`src/rtl/m_w_stage_pkg.sv`:
```
// Shared definitions for the M/W stage: opcodes, FSM and retire encodings,
// default bus timeout, and per-opcode helpers for alignment, byte enables
// and store-lane replication.
package m_w_stage_pkg;

  localparam int unsigned XLEN            = 32;
  localparam int unsigned BE_W            = 4;
  localparam int unsigned TIMEOUT_DEFAULT = 255;

  localparam logic [5:0] OP_LW  = 6'b100011;
  localparam logic [5:0] OP_LH  = 6'b100001;
  localparam logic [5:0] OP_LHU = 6'b100101;
  localparam logic [5:0] OP_LB  = 6'b100000;
  localparam logic [5:0] OP_LBU = 6'b100100;
  localparam logic [5:0] OP_SW  = 6'b101011;
  localparam logic [5:0] OP_SH  = 6'b101001;
  localparam logic [5:0] OP_SB  = 6'b101000;

  typedef enum logic [0:0] {
    ST_IDLE = 1'b0,
    ST_WAIT = 1'b1
  } state_e;

  // What the M/W register does at the coming edge.
  typedef enum logic [2:0] {
    RET_NONE     = 3'd0,
    RET_PASS     = 3'd1,
    RET_ADDR_ERR = 3'd2,
    RET_BUS_OK   = 3'd3,
    RET_BUS_ERR  = 3'd4
  } ret_e;

  function automatic logic op_is_mem(input logic [5:0] op);
    case (op)
      OP_LW, OP_LH, OP_LHU, OP_LB, OP_LBU, OP_SW, OP_SH, OP_SB: op_is_mem = 1'b1;
      default: op_is_mem = 1'b0;
    endcase
  endfunction

  function automatic logic op_is_store(input logic [5:0] op);
    case (op)
      OP_SW, OP_SH, OP_SB: op_is_store = 1'b1;
      default: op_is_store = 1'b0;
    endcase
  endfunction

  function automatic logic op_misaligned(input logic [5:0] op, input logic [1:0] a);
    case (op)
      OP_LW, OP_SW:         op_misaligned = (a != 2'b00);
      OP_LH, OP_LHU, OP_SH: op_misaligned = a[0];
      default:              op_misaligned = 1'b0;
    endcase
  endfunction

  function automatic logic [3:0] op_be(input logic [5:0] op, input logic [1:0] a);
    case (op)
      OP_LW, OP_SW:                 op_be = 4'b1111;
      OP_LH, OP_LHU, OP_SH:         op_be = 4'b0011 << {a[1], 1'b0};
      OP_LB, OP_LBU, OP_SB:         op_be = 4'b0001 << a;
      default:                      op_be = 4'b0000;
    endcase
  endfunction

  function automatic logic [31:0] op_wdata(input logic [5:0] op, input logic [31:0] d);
    case (op)
      OP_SB:   op_wdata = {4{d[7:0]}};
      OP_SH:   op_wdata = {2{d[15:0]}};
      default: op_wdata = d;
    endcase
  endfunction

endpackage

```
`src/rtl/m_w_stage_if.sv`:
```
// Data-bus bundle between the M/W stage (master) and the memory (slave).
interface m_w_stage_if;
  import m_w_stage_pkg::*;

  logic              bus_req;
  logic              bus_we;
  logic [XLEN-1:0]   bus_addr;
  logic [BE_W-1:0]   bus_be;
  logic [XLEN-1:0]   bus_wdata;
  logic [XLEN-1:0]   bus_rdata;
  logic              bus_ack;

  modport master (
    output bus_req, bus_we, bus_addr, bus_be, bus_wdata,
    input  bus_rdata, bus_ack
  );

  modport slave (
    input  bus_req, bus_we, bus_addr, bus_be, bus_wdata,
    output bus_rdata, bus_ack
  );
endinterface

```
`src/rtl/m_w_stage_dm_ext.sv`:
```
// Load data extraction: picks the byte/half lane addressed by addr[1:0]
// and sign- or zero-extends it according to the load opcode.
module dm_ext
  import m_w_stage_pkg::*;
(
  input  logic [31:0] rdata,
  input  logic [1:0]  addr,
  input  logic [5:0]  opcode,
  output logic [31:0] data
);

  logic [7:0]  byte_lane_s;
  logic [15:0] half_lane_s;

  // Lane selection from the little-endian read word
  always_comb begin
    case (addr)
      2'd0:    byte_lane_s = rdata[7:0];
      2'd1:    byte_lane_s = rdata[15:8];
      2'd2:    byte_lane_s = rdata[23:16];
      2'd3:    byte_lane_s = rdata[31:24];
      default: byte_lane_s = rdata[7:0];
    endcase
    if (addr[1]) begin
      half_lane_s = rdata[31:16];
    end else begin
      half_lane_s = rdata[15:0];
    end
  end

  // Sign/zero extension by load width
  always_comb begin
    data = rdata;
    case (opcode)
      OP_LB:   data = {{24{byte_lane_s[7]}}, byte_lane_s};
      OP_LBU:  data = {24'h000000, byte_lane_s};
      OP_LH:   data = {{16{half_lane_s[15]}}, half_lane_s};
      OP_LHU:  data = {16'h0000, half_lane_s};
      default: data = rdata;
    endcase
  end

endmodule

```
`src/rtl/m_w_stage.sv`:
```
// M/W pipeline stage with a stalling request/ack data-bus master.
// Memory ops are captured on issue, wait for ack (or timeout) in WAIT,
// then retire into the M/W register. Misaligned ops retire immediately
// with addr_err_out; timeouts retire with bus_err_out.
module m_w_stage
  import m_w_stage_pkg::*;
#(
  parameter int unsigned TIMEOUT = TIMEOUT_DEFAULT
) (
  input  logic        clk,
  input  logic        reset,
  input  logic [31:0] ALU_Out_in,
  input  logic [31:0] Data_to_dm_in,
  input  logic [4:0]  WriteReg_in,
  input  logic [31:0] Instr_in,
  input  logic [31:0] PC4_in,
  output logic        stall,
  m_w_stage_if.master bus,
  output logic [31:0] ALU_Out_out,
  output logic [31:0] DM_Data_out,
  output logic [4:0]  WriteReg_out,
  output logic [31:0] Instr_out,
  output logic [31:0] PC4_out,
  output logic        addr_err_out,
  output logic        bus_err_out
);

  localparam logic [7:0] TO_LAST = 8'(TIMEOUT - 32'd1);

  state_e      state_r, state_next_s;
  ret_e        ret_s;
  logic        stall_s, capture_s;
  logic [7:0]  cnt_r;
  logic        timeout_s;
  logic [5:0]  op_s;

  logic [31:0] cap_alu_r, cap_wdata_r, cap_instr_r, cap_pc4_r;
  logic [3:0]  cap_be_r;
  logic        cap_we_r;
  logic [4:0]  cap_wreg_r;
  logic [31:0] ext_data_s;

  assign op_s      = Instr_in[31:26];
  assign timeout_s = (cnt_r == TO_LAST);

  // Hold the pipeline only while reset is released
  assign stall = stall_s & reset;

  assign bus.bus_req   = (state_r == ST_WAIT);
  assign bus.bus_we    = cap_we_r;
  assign bus.bus_addr  = {cap_alu_r[31:2], 2'b00};
  assign bus.bus_be    = cap_be_r;
  assign bus.bus_wdata = cap_wdata_r;

  dm_ext u_dm_ext (
    .rdata  (bus.bus_rdata),
    .addr   (cap_alu_r[1:0]),
    .opcode (cap_instr_r[31:26]),
    .data   (ext_data_s)
  );

  // FSM state register
  always_ff @(posedge clk) begin
    if (!reset) begin
      state_r <= ST_IDLE;
    end else begin
      state_r <= state_next_s;
    end
  end

  // Next state, stall and retire selection
  always_comb begin
    state_next_s = state_r;
    stall_s      = 1'b0;
    capture_s    = 1'b0;
    ret_s        = RET_NONE;
    case (state_r)
      ST_IDLE: begin
        if (!op_is_mem(op_s)) begin
          ret_s = RET_PASS;
        end else if (op_misaligned(op_s, ALU_Out_in[1:0])) begin
          ret_s = RET_ADDR_ERR;
        end else begin
          stall_s      = 1'b1;
          capture_s    = 1'b1;
          state_next_s = ST_WAIT;
        end
      end
      ST_WAIT: begin
        if (bus.bus_ack) begin
          ret_s        = RET_BUS_OK;
          state_next_s = ST_IDLE;
        end else if (timeout_s) begin
          ret_s        = RET_BUS_ERR;
          state_next_s = ST_IDLE;
        end else begin
          stall_s = 1'b1;
        end
      end
      default: begin
        state_next_s = ST_IDLE;
      end
    endcase
  end

  // Timeout counter: cleared on issue, counts WAIT cycles without ack
  always_ff @(posedge clk) begin
    if (!reset) begin
      cnt_r <= 8'd0;
    end else if (capture_s) begin
      cnt_r <= 8'd0;
    end else if ((state_r == ST_WAIT) && !bus.bus_ack) begin
      cnt_r <= cnt_r + 8'd1;
    end else begin
      cnt_r <= cnt_r;
    end
  end

  // Capture of the issued access and its E/M fields
  always_ff @(posedge clk) begin
    if (!reset) begin
      cap_alu_r   <= 32'd0;
      cap_wdata_r <= 32'd0;
      cap_instr_r <= 32'd0;
      cap_pc4_r   <= 32'd0;
      cap_be_r    <= 4'd0;
      cap_we_r    <= 1'b0;
      cap_wreg_r  <= 5'd0;
    end else if (capture_s) begin
      cap_alu_r   <= ALU_Out_in;
      cap_wdata_r <= op_wdata(op_s, Data_to_dm_in);
      cap_instr_r <= Instr_in;
      cap_pc4_r   <= PC4_in;
      cap_be_r    <= op_be(op_s, ALU_Out_in[1:0]);
      cap_we_r    <= op_is_store(op_s);
      cap_wreg_r  <= WriteReg_in;
    end
  end

  // M/W register load according to the retire kind
  always_ff @(posedge clk) begin
    if (!reset) begin
      ALU_Out_out  <= 32'd0;
      DM_Data_out  <= 32'd0;
      WriteReg_out <= 5'd0;
      Instr_out    <= 32'd0;
      PC4_out      <= 32'd0;
      addr_err_out <= 1'b0;
      bus_err_out  <= 1'b0;
    end else begin
      case (ret_s)
        RET_PASS, RET_ADDR_ERR: begin
          ALU_Out_out  <= ALU_Out_in;
          DM_Data_out  <= 32'd0;
          WriteReg_out <= (ret_s == RET_PASS) ? WriteReg_in : 5'd0;
          Instr_out    <= Instr_in;
          PC4_out      <= PC4_in;
          addr_err_out <= (ret_s == RET_ADDR_ERR);
          bus_err_out  <= 1'b0;
        end
        RET_BUS_OK, RET_BUS_ERR: begin
          ALU_Out_out  <= cap_alu_r;
          DM_Data_out  <= ((ret_s == RET_BUS_ERR) || cap_we_r) ? 32'd0 : ext_data_s;
          WriteReg_out <= (ret_s == RET_BUS_ERR) ? 5'd0 : cap_wreg_r;
          Instr_out    <= cap_instr_r;
          PC4_out      <= cap_pc4_r;
          addr_err_out <= 1'b0;
          bus_err_out  <= (ret_s == RET_BUS_ERR);
        end
        default: begin
          ALU_Out_out  <= ALU_Out_out;
        end
      endcase
    end
  end

endmodule

```
`src/flat_wrapper.sv`:
```
// flat-port wrapper written by rule: the top's interface ports become plain ports
module m_w_stage_flat import m_w_stage_pkg::*;
#(
  parameter int unsigned TIMEOUT = TIMEOUT_DEFAULT
)
  (clk, reset, ALU_Out_in, Data_to_dm_in, WriteReg_in, Instr_in, PC4_in, stall, ALU_Out_out, DM_Data_out, WriteReg_out, Instr_out, PC4_out, addr_err_out, bus_err_out, bus_bus_req, bus_bus_we, bus_bus_addr, bus_bus_be, bus_bus_wdata, bus_bus_rdata, bus_bus_ack);
  m_w_stage_if bus_i ();
  input  logic clk;
  input  logic reset;
  input  logic [31:0] ALU_Out_in;
  input  logic [31:0] Data_to_dm_in;
  input  logic [4:0] WriteReg_in;
  input  logic [31:0] Instr_in;
  input  logic [31:0] PC4_in;
  output logic stall;
  output logic [31:0] ALU_Out_out;
  output logic [31:0] DM_Data_out;
  output logic [4:0] WriteReg_out;
  output logic [31:0] Instr_out;
  output logic [31:0] PC4_out;
  output logic addr_err_out;
  output logic bus_err_out;
  output wire logic [$bits(bus_i.bus_req)-1:0] bus_bus_req;
  output wire logic [$bits(bus_i.bus_we)-1:0] bus_bus_we;
  output wire logic [$bits(bus_i.bus_addr)-1:0] bus_bus_addr;
  output wire logic [$bits(bus_i.bus_be)-1:0] bus_bus_be;
  output wire logic [$bits(bus_i.bus_wdata)-1:0] bus_bus_wdata;
  input wire logic [$bits(bus_i.bus_rdata)-1:0] bus_bus_rdata;
  input wire logic [$bits(bus_i.bus_ack)-1:0] bus_bus_ack;
  assign bus_bus_req = bus_i.bus_req;
  assign bus_bus_we = bus_i.bus_we;
  assign bus_bus_addr = bus_i.bus_addr;
  assign bus_bus_be = bus_i.bus_be;
  assign bus_bus_wdata = bus_i.bus_wdata;
  assign bus_i.bus_rdata = bus_bus_rdata;
  assign bus_i.bus_ack = bus_bus_ack;
  m_w_stage #(.TIMEOUT(TIMEOUT)) u_core (.clk(clk), .reset(reset), .ALU_Out_in(ALU_Out_in), .Data_to_dm_in(Data_to_dm_in), .WriteReg_in(WriteReg_in), .Instr_in(Instr_in), .PC4_in(PC4_in), .stall(stall), .bus(bus_i), .ALU_Out_out(ALU_Out_out), .DM_Data_out(DM_Data_out), .WriteReg_out(WriteReg_out), .Instr_out(Instr_out), .PC4_out(PC4_out), .addr_err_out(addr_err_out), .bus_err_out(bus_err_out));
endmodule
```
`config.mk`:
```
export PLATFORM = sky130hd
export DESIGN_NAME = m_w_stage_flat
export DESIGN_NICKNAME = d
export VERILOG_FILES = /design/src/rtl/m_w_stage_pkg.sv /design/src/rtl/m_w_stage_if.sv /design/src/rtl/m_w_stage_dm_ext.sv /design/src/rtl/m_w_stage.sv /design/src/flat_wrapper.sv
export SDC_FILE = /design/constraint.sdc
export NUM_CORES = 1
export LEC_CHECK = 0
export BUFFER_PORTS_ARGS = -buffer_cell sky130_fd_sc_hd__buf_2
export CORE_MARGIN = 2
export CORE_UTILIZATION = 50
export CTS_BUF_LIST = sky130_fd_sc_hd__clkbuf_4 sky130_fd_sc_hd__clkbuf_8
export CTS_CLUSTER_SIZE = 8
export DETAILED_ROUTE_END_ITERATION = 6
export PLACE_DENSITY = 0.75
export SYNTH_ARGS = -nofsm -noshare
export SYNTH_HDL_FRONTEND = slang
export SYNTH_SLANG_ARGS = --single-unit
```
`constraint.sdc`:
```
create_clock -name clk -period 2.14 [get_ports clk]
set_input_delay 0.214 -clock clk [delete_from_list [all_inputs] [get_ports clk]]
set_output_delay 0.214 -clock clk [all_outputs]
set_load 0.1 [all_outputs]
```
== After elaboration in Yosys (flattened, before gate mapping) ==
Cells that the tools add are included.
W data, S select, Z words.
Word-level totals
  register bits: 282
  bits of input ports: 168
  output and inout port bits: 206
  logic and storage cells: 88
Operators by class
  add/sub/neg operators: 1
  equality and inequality tests: 20
  shift-type cells: 2
  muxes and demuxes: 32
  bitwise logic cells: 3
  reductions and logical operators: 14
Operators by type and width (count)
  $pmux W32 S2: 5
  $pmux W32 S4: 1
  $eq A6 B6 Y1 const B: 12
  $mux W32: 1
  $pmux W8 S4: 1
  $mux W16: 1
  $pmux W4 S3: 1
  $mux W1: 10
  $mux W5: 2
  $pmux W5 S2: 1
  $mux W3: 3
  $reduce_or A3 Y1: 3
  $add A8 B1 Y8 const B: 1
  $eq A8 B8 Y1 const B: 1
  $pmux W1 S2: 4
  $reduce_or A2 Y1: 4
  $reduce_or A8 Y1: 1
  $eq A3 B2 Y1 const B: 2
  $pmux W3 S2: 1
  $eq A2 B2 Y1 const B: 2
  $reduce_bool A2 Y1: 2
  $shl A1 B2 Y4 const A: 1
  $shl A2 B2 Y4 const A: 1
  $eq A3 B1 Y1 const B: 1
  other kinds (9): 10

== Depth between registers and ports, before layout ==
Gate-level depths: netlist (run 1).
  depth after elaboration: 13
  depth in mapped cells: 10
  gate-level depth less buffers: 7

== Hierarchy ==
From an unflattened synthesis (run 1), not the netlist that was laid out.
Unflattened totals
  cell total of the unflattened synthesis: 1497
  area total of the unflattened synthesis: 12642.1 um2
Modules (own cells, without submodules)
  m_w_stage: instances 1, cells an instance 1369, area each 11627.4 um2, seq. area each 5645.4 um2
  dm_ext: instances 1, cells an instance 128, area each 1014.7 um2, seq. area each 0.0 um2

== Worst setup path after synthesis (run 1) ==
Ideal clock, no wire load.
  path kind: reg2reg
  from: register u_core.state_r (netlist: u_core.bus.bus_req)
  to: register u_core.DM_Data_out[7]
  library setup time: 0.060 ns
  arrival: 2.412 ns
  data required time: 2.080 ns
  slack: -0.332 ns
  cell stages (with the launch flop): 8
  path buffers: 2
  period minus slack after synthesis: 2.472 ns
  cell sequence: dfxtp_1 > buf_2 > clkinv_1 > nor3_2 > clkbuf_1 > o21ai_0 > a31oi_1 > a21o_1
On the way
  longest elaborated chain between the ends: 6
  elaborated cells between the ends (all ways): 12
  classes of those cells: eq/ne (4); mux (3); bitwise (1); reduce/logical (4)
Ends and longest elaborated chain
  from (decl): RTL line m_w_stage.sv:30  | state_e state_r, state_next_s;
  from (signal assigned): RTL line m_w_stage.sv:67  | state_r <= state_next_s;
  $not A1 Y1: RTL line m_w_stage.sv:77  | case (state_r)
  $pmux W3 S2 (*): RTL line m_w_stage.sv:77
  $eq A3 B3 Y1: RTL line m_w_stage.sv:151, m_w_stage.sv:163
  $logic_or A1 B1 Y1: RTL line m_w_stage.sv:163  | DM_Data_out <= ((ret_s == RET_BUS_ERR) || cap_we_r) ? 32'd0 : ext_data_s;
  $mux W32: RTL line m_w_stage.sv:163
  $pmux W32 S2: RTL line m_w_stage.sv:151  | case (ret_s)
  to (signal assigned): RTL line m_w_stage.sv:163
  to (decl): RTL line m_w_stage.sv:20  | output logic [31:0] DM_Data_out,
Mark *: on every way between the ends. The rest lies on a longest branch, timed or not.
A chain may end at the register's enable or synchronous reset.

== Final worst setup path (run 1) ==
  from: register u_core.cnt_r[0]
  to: output stall
On the way
  longest elaborated chain between the ends: 5
Ends and longest elaborated chain
  from (decl): RTL line m_w_stage.sv:33  | logic [7:0] cnt_r;
  from (signal assigned): RTL line m_w_stage.sv:113  | cnt_r <= cnt_r + 8'd1;
  from (signal assigned): RTL line m_w_stage.sv:115  | cnt_r <= cnt_r;
  $eq A8 B8 Y1: RTL line m_w_stage.sv:44  | assign timeout_s = (cnt_r == TO_LAST);
  $mux W1: RTL line m_w_stage.sv:93  | end else if (timeout_s) begin
  $mux W1: RTL line m_w_stage.sv:90  | if (bus.bus_ack) begin
  $pmux W1 S2: RTL line m_w_stage.sv:77
  $and A1 B1 Y1: RTL line m_w_stage.sv:47  | assign stall = stall_s & reset;
  to (decl): RTL line flat_wrapper.sv:15  | output logic stall;
Every way passes these cells.

==> metrics, run 1 <==
Post-DRT Antenna Nets 0; CP cell instances inv_1 > ha_1 > nand3_2 > o21ai_4 > a21oi_4 > buf_12; HP Class in -> reg; status complete, no violations; Cell Area, Synth 0.01202 mm^2; Setup crit start kind register; Cells after Synth 1361; max incr delay on CP 0.37 ns; flops & latches, synth ~280; Leakage 0.006882 uW; share of the synthesized area in the top cell type 0.4698; vias per inst 5.540; row cnt 56; Worst Hold End u_core.bus.bus_wdata[16]; synth top area cells dfxtp_1, mux2i_1, a21oi_1, nand2_1, a211oi_1; TritonCTS Sinks 282; nets 1986; CP required 1.93 ns; grt ovf 0; Synth top cells by count dfxtp_1, nand2_1, a21oi_1; yosys warns 0; clk slew on worst S/H paths 0.06 ns; max_slew headroom 0.5064; Root Buffer clkbuf_8; Core Footprint 0.02354 mm^2; Num CTS Buffers 46; post-layout minimum cycle time 2.046 ns; DRT iter0 DRCs around 1100; clock latency on the worst-skew pair 0.56 ns; Clock Skew approximately 0.022 ns; unrepaired setup endpoints after global routing no; top-count cell post-synth dfxtp_1; drc violations 0; worst-case clock buffer depth 3; Slowest-stage cell, CP dfxtp_4; die width 159.0 um; Netlist cell types 53; Post-DP Area around 0.014 mm^2; PD cells 838.4 mW/mm^2; final WL 37770 um; Synth area leader dfxtp_1; CTS tree yes; drt pass-1 iters 5; routability congestion estimate 0.8790; initial core utilization 0.5105; Max-Cap Viols 0; # IOs 374; max frequency between 400 and 500 MHz; Async SR Flop Fraction 0; Critical path origin u_core.cnt_r[0]; critical path type reg -> out; total track usage 0.2883; DIE AREA 0.02529 mm^2; Post-synth top flop dfxtp_1; largest net degree at the start of global routing 107; Port Buffers about 370; worst r2r path cells 6; Setup WS pre-CTS 0.007900 ns; Max VDD drop 0.0006281 V; Post-synth EDFFs 0; Worst R2R Start u_core.cnt_r[3]; sequential share of the synthesized area 0.4698; first-pass GRT wire length 61200 um; design area 0.01647 mm^2; endpoints failing hold 0; Final Cycle Share 0.9559; die height 159.0 um; DP HPWL 22840 um; number of global-route vias before repair 12020; initial antenna violation count 3; P&R area growth vs syn 37.01%; routed vias about 12000; r2r setup slk ~0.11 ns; Hold WS 0.02721 ns; Design Power between 10000 and 15000 uW; Final Max Slew Viols 0; Worst-Margin Slew between 0.7 and 0.8 ns; Avg WL per Cell 17.39 um; Final TNS setup 0 ns; Crit Path Max Fanout 5; worst reg2reg endpoint u_core.PC4_out[12]; layout cells sized above 1 0.2827; H-tree depth 2; Worst Hold Launch Data_to_dm_in[16]; Final WS setup 0.09429 ns; worst endpoint data arrival time 1.83 ns; Mean Syn Cell Area 8.830 um^2; hold path depth 3; count of final setup violators 0; element type at the critical path end output port
[how the worst max path moves through the flow]
stage | to | slack [ns] | cells past startpoint
2_1_floorplan | u_core.DM_Data_out[7] | 0.009 | 7
3_3_place_gp | u_core.PC4_out[5] | 0.11 | 7
3_5_place_dp | u_core.Instr_out[20] | 0.008 | 7
4_1_cts | stall | 0.05 | 6
5_1_grt | u_core.PC4_out[12] | 0.007 | 7
6_report | stall | 0.09 | 6
[critical path, delay by kind of cell, from the launching register on]
kind | cells | cell delay (ns)
adders and majority gates | 1 | 0.20
buffers and inverters | 2 | 0.26
and+or+nand+nor | 1 | 0.10
AOI/OAI and AO/OA | 2 | 0.35
DFF | 1 | 0.37
[layer usage]
| metal | up-vias | global-route usage | share of wire | wire length, um |
|---|---|---|---|---|
| met5 | - | 0 | 0 | 0 |
| met4 | 0 | 0.1430 | 0.045 | 1686 |
| met3 | 137 | 0.07528 | 0.075 | 2828 |
| met2 | 534 | 0.4792 | 0.47 | 17930 |
| met1 | 5653 | 0.3469 | 0.41 | 15330 |
| li1 | 5709 | - | - | - |
[logic make-up after synthesis]
logic type,count (synthesis),share of synthesized area
adders and majority gates,2,0.002082
DFF,282,0.4698
muxes,129,0.1087
other,1,0.0003120
xor gates and xnor gates,7,0.005102
AOI/OAI and AO/OA,428,0.2233
and+or+nand+nor,352,0.1191
buffers and inverters,160,0.07163
[flip-flops by register name, indices dropped and copies added (netlist names)]
| name | cells |
|---|---|
| u_core.ALU_Out_out | 32 |
| u_core.DM_Data_out | 32 |
| u_core.Instr_out | 32 |
| u_core.PC4_out | 32 |
| u_core.bus.bus_wdata | 32 |
| u_core.cap_alu_r | 32 |
| u_core.cap_instr_r | 32 |
| u_core.cap_pc4_r | 32 |
| u_core.cnt_r | 8 |
| u_core.WriteReg_out | 5 |
| u_core.cap_wreg_r | 5 |
| u_core.bus.bus_be | 4 |
| u_core.addr_err_out | 1 |
| u_core.bus.bus_req | 1 |
| u_core.bus.bus_we | 1 |
| u_core.bus_err_out | 1 |
[where the power goes]
group / total, uW / switching (uW) / internal, uW
logic: 3270 / 2480 / 798
clock network: 4840 / 2090 / 2750
registers: 5690 / 158 / 5530
total: 13800 / 4730 / 9080
[timing repair]
item	in CTS	in global routing
endpoints found under the setup margin	1	5
gates resized for setup	4	3
hold endpoints to repair	187	0
hold buffers	145	0
pin swaps	2	1
buffers inserted	1	1
[metrics by stage]
step | std cells | util
after floorplan | 1362 | -
after global placement | 1940 | 0.5950
after detailed placement | 1940 | 0.5950
after CTS | 2168 | 0.6982
after global routing | 2172 | 0.6994
final | 2172 | 0.6994
[area by class of cell]
| type | count | area [um^2] |
|---|---|---|
| Tap cell | 319 | 399.1 |
| Clock inverter | 3 | 15.01 |
| Inverter | 6 | 27.53 |
| Sequential cell | 282 | 5653 |
| Timing Repair Buffer | 560 | 3852 |
| Multi-Input combinational cell | 920 | 5568 |
| Fill cell | 1760 | 7077 |
| Antenna cell | 3 | 7.507 |
| Clock buffer | 79 | 943.4 |
[layout by cell type, fill, tap and decap left out, types with 3 or more instances in the layout]
master and count:
inv_1 3, o21ai_0 12, and3_1 13, a21oi_1 231, clkinv_2 3, dlygate4sd3_1 145
a221o_1 6, nand4_1 3, nand2_1 268, dfxtp_1 280, clkbuf_8 56, o21ai_2 5
nor2_1 48, mux2i_1 126, o2bb2ai_1 17, buf_12 15, xor2_1 4, nand3_1 3
buf_4 28, diode_2 3, clkbuf_4 23, xnor2_1 3, a31oi_1 7, a211oi_1 106
o221ai_1 7, buf_2 370, o22ai_2 4, nand2b_1 4, o211ai_1 19
Power figures use the tool's default switching activity.
==> run 2: changes to the inputs <==
--- a/config.mk
+++ b/config.mk
@@ -12,6 +12,9 @@
 export CTS_CLUSTER_SIZE = 8
 export DETAILED_ROUTE_END_ITERATION = 6
 export PLACE_DENSITY = 0.75
+export REMOVE_ABC_BUFFERS = 1
 export SYNTH_ARGS = -nofsm -noshare
 export SYNTH_HDL_FRONTEND = slang
+export SYNTH_HIERARCHICAL = 1
 export SYNTH_SLANG_ARGS = --single-unit
+export TNS_END_PERCENT = 100
==> run 2 against run 1 <==
Clock power up 2%. Non-clock buffer count increased by 2. Count of clock-buffer cells in the layout down 9. Total power is 2.4% lower. Sequential power shrank 1%. Critical endpoint unchanged. Largest power group unchanged.
==> metrics, run 2 <==
status complete, no violations; flops & latches, synth 282; post-layout minimum cycle time around 2.1 ns; net switching power 4437 uW; layout cells sized above 1 0.3037; worst-case clock buffer depth 3; Post-synth top flop dfxtp_1; max_slew headroom 0.5616; number of global-route vias before repair 12810; routed vias around 13000; initial antenna violation count 2; Netlist cell types 60; Final TNS setup 0 ns; H-tree depth 2; non-filler cells, final 2299; switching power share of the total 0.3293; Post-DRT Antenna Nets 0; Async SR Flop Fraction 0; CTS tree yes; Port Buffers 371; drc violations 0; DIE AREA ~0.027 mm^2; Max-Cap Viols 0; Reg power frac 0.416; # IOs ~370; drt pass-1 iters 5; most frequent cells in the layout nand2_1, buf_2, dfxtp_1; Max VDD drop approximately 0.00056 V; Comb pwr share 0.218; share of the synthesized area in the top cell type 0.4466; DRT iter0 DRCs a little over 1000; initial core utilization 0.5049; Design Power 13480 uW; utilization after layout 0.6822; Final Cycle Share 0.9856; Synth top cells by count nand2_1, dfxtp_1, a21oi_1; first-pass GRT wire length 62600 um; P&R area growth vs syn 35.10%; yosys warns 6; clk slew on worst S/H paths 0.06 ns; top-count cell post-synth nand2_1; synth top area cells dfxtp_1, nand2_1, a21oi_1, a311oi_2, a311oi_1; Synth area leader dfxtp_1; Cell Area, Synth 0.01264 mm^2; TritonCTS Sinks ~280; worst endpoint data arrival time between 1.5 and 2 ns; critical path type in -> out; final WL 40510 um; Post-synth EDFFs 0; DP HPWL roughly 25000 um; Clock Skew about 0.03 ns; max frequency 474.1 MHz; clock share of power 0.366; Crit Path Max Fanout 9; Avg WL per Cell 17.62 um; total track usage 0.2865; Leakage 0.007266 uW; endpoints failing hold 0; largest net degree at the start of global routing 123; grt ovf 0; Root Buffer clkbuf_8; Core Footprint 0.02504 mm^2; CP required 1.93 ns; Mean Syn Cell Area 8.445 um^2; sequential share of the synthesized area 0.4466; die width 163.0 um; commonest non-fill, non-tap cell in the layout nand2_1; Num CTS Buffers 47; routability congestion estimate ~0.84; count of final setup violators 0; clock latency on the worst-skew pair around 0.57 ns; element type at the critical path end output port; Final Max Slew Viols 0; internal power consumption roughly 9000 uW; die height 163.0 um; Setup crit start kind input port; post-placement cell count roughly 2100; row cnt 58; HP Class in -> reg; vias per inst 5.638; nets 2109; PD cells 789.0 mW/mm^2; Cells after Synth approximately 1500; Worst-Margin Slew 0.6574 ns
==> run 2: cell count changes after synthesis, moves of 21 or more <==
cell,previous run,this run
a211oi_1,107,10
a22o_1,0,33
a311oi_1,0,56
a311oi_2,0,40
clkbuf_1,51,72
mux2i_1,126,16
nand2_1,268,447
==> run 2: critical path, stage by stage <==
cell and delay (ns):
dlygate4sd3_1 0.56, buf_6 0.15, a2111o_2 0.51, a21oi_4 0.16, buf_12 0.13, buf_12 0.16
==> run 2: layout make-up <==
cell class	count	area (um^2)
Inverter	6	30.03
Fill cell	1918	7958
Sequential cell	282	5658
Timing Repair Buffer	562	3890
Clock inverter	6	95.09
Clock buffer	70	863.3
Tap cell	330	412.9
Antenna cell	3	7.507
Multi-Input combinational cell	1040	6122
==> run 2: timing repair <==
action / 4_1_cts / 5_1_grt
pin swaps: 3 / 3
buffers inserted: 7 / 1
cloned: 0 / 0
hold endpoints to repair: 224 / 0
resized for setup: 9 / 6
setup endpoints to repair: 1 / 1
hold buffers: 131 / 0
==> run 2: metal layers <==
| metal | share of wire | track usage |
|---|---|---|
| met4 | 0.043 | 0.1444 |
| met3 | 0.076 | 0.06729 |
| met2 | 0.48 | 0.4886 |
| met1 | 0.40 | 0.3375 |
| met5 | 0 | 0 |
==> run 2: final timing paths <==
path | from | to | slack [ns] | depth (start not counted)
hold reg to reg | u_core/bus.bus_wdata[25] | u_core/bus.bus_wdata[25] | 0.45 | 2
setup reg to reg | u_core/cap_instr_r[30] | u_core/DM_Data_out[4] | 0.13 | 5
hold / removal | Data_to_dm_in[11] | u_core/bus.bus_wdata[11] | 0.03 | 3
setup / recovery | Instr_in[27] | stall | 0.03 | 6
==> run 2: through the flow <==
stage	instance area [um^2]	setup WS, ns	hold slack, ns
after floorplan	11740	-5.695	0.3500
after global placement	14720	0.01525	0.4376
after detailed placement	14720	-0.04761	0.4443
after CTS	17050	0.01641	0.0002372
after global routing	17080	-0.003664	0.02313
final	17080	0.03087	0.03268
==> run 2: cells by family (layout without fill, tap and decap cells) <==
family / count (synthesis) / in the layout / synth area share
AOI/OAI and AO/OA: 441 / 441 / 0.2587
xor gates and xnor gates: 7 / 7 / 0.004850
adders and majority gates: 2 / 2 / 0.001979
buffers and inverters: 176 / 644 / 0.07363
DFF: 282 / 282 / 0.4466
muxes: 31 / 31 / 0.03226
other: 1 / 5 / 0.0002966
and+or+nand+nor: 557 / 557 / 0.1817
==> run 2: power by group through the flow <==
| stage | clock, uW | combinational (uW) | sequential [uW] |
|---|---|---|---|
| after floorplan | 0 | 687 | 7060 |
| after global placement | 0 | 2670 | 5710 |
| after detailed placement | 0 | 2700 | 5710 |
| after CTS | 5030 | 2900 | 5600 |
| after global routing | 5260 | 3060 | 5630 |
| final | 4940 | 2930 | 5610 |
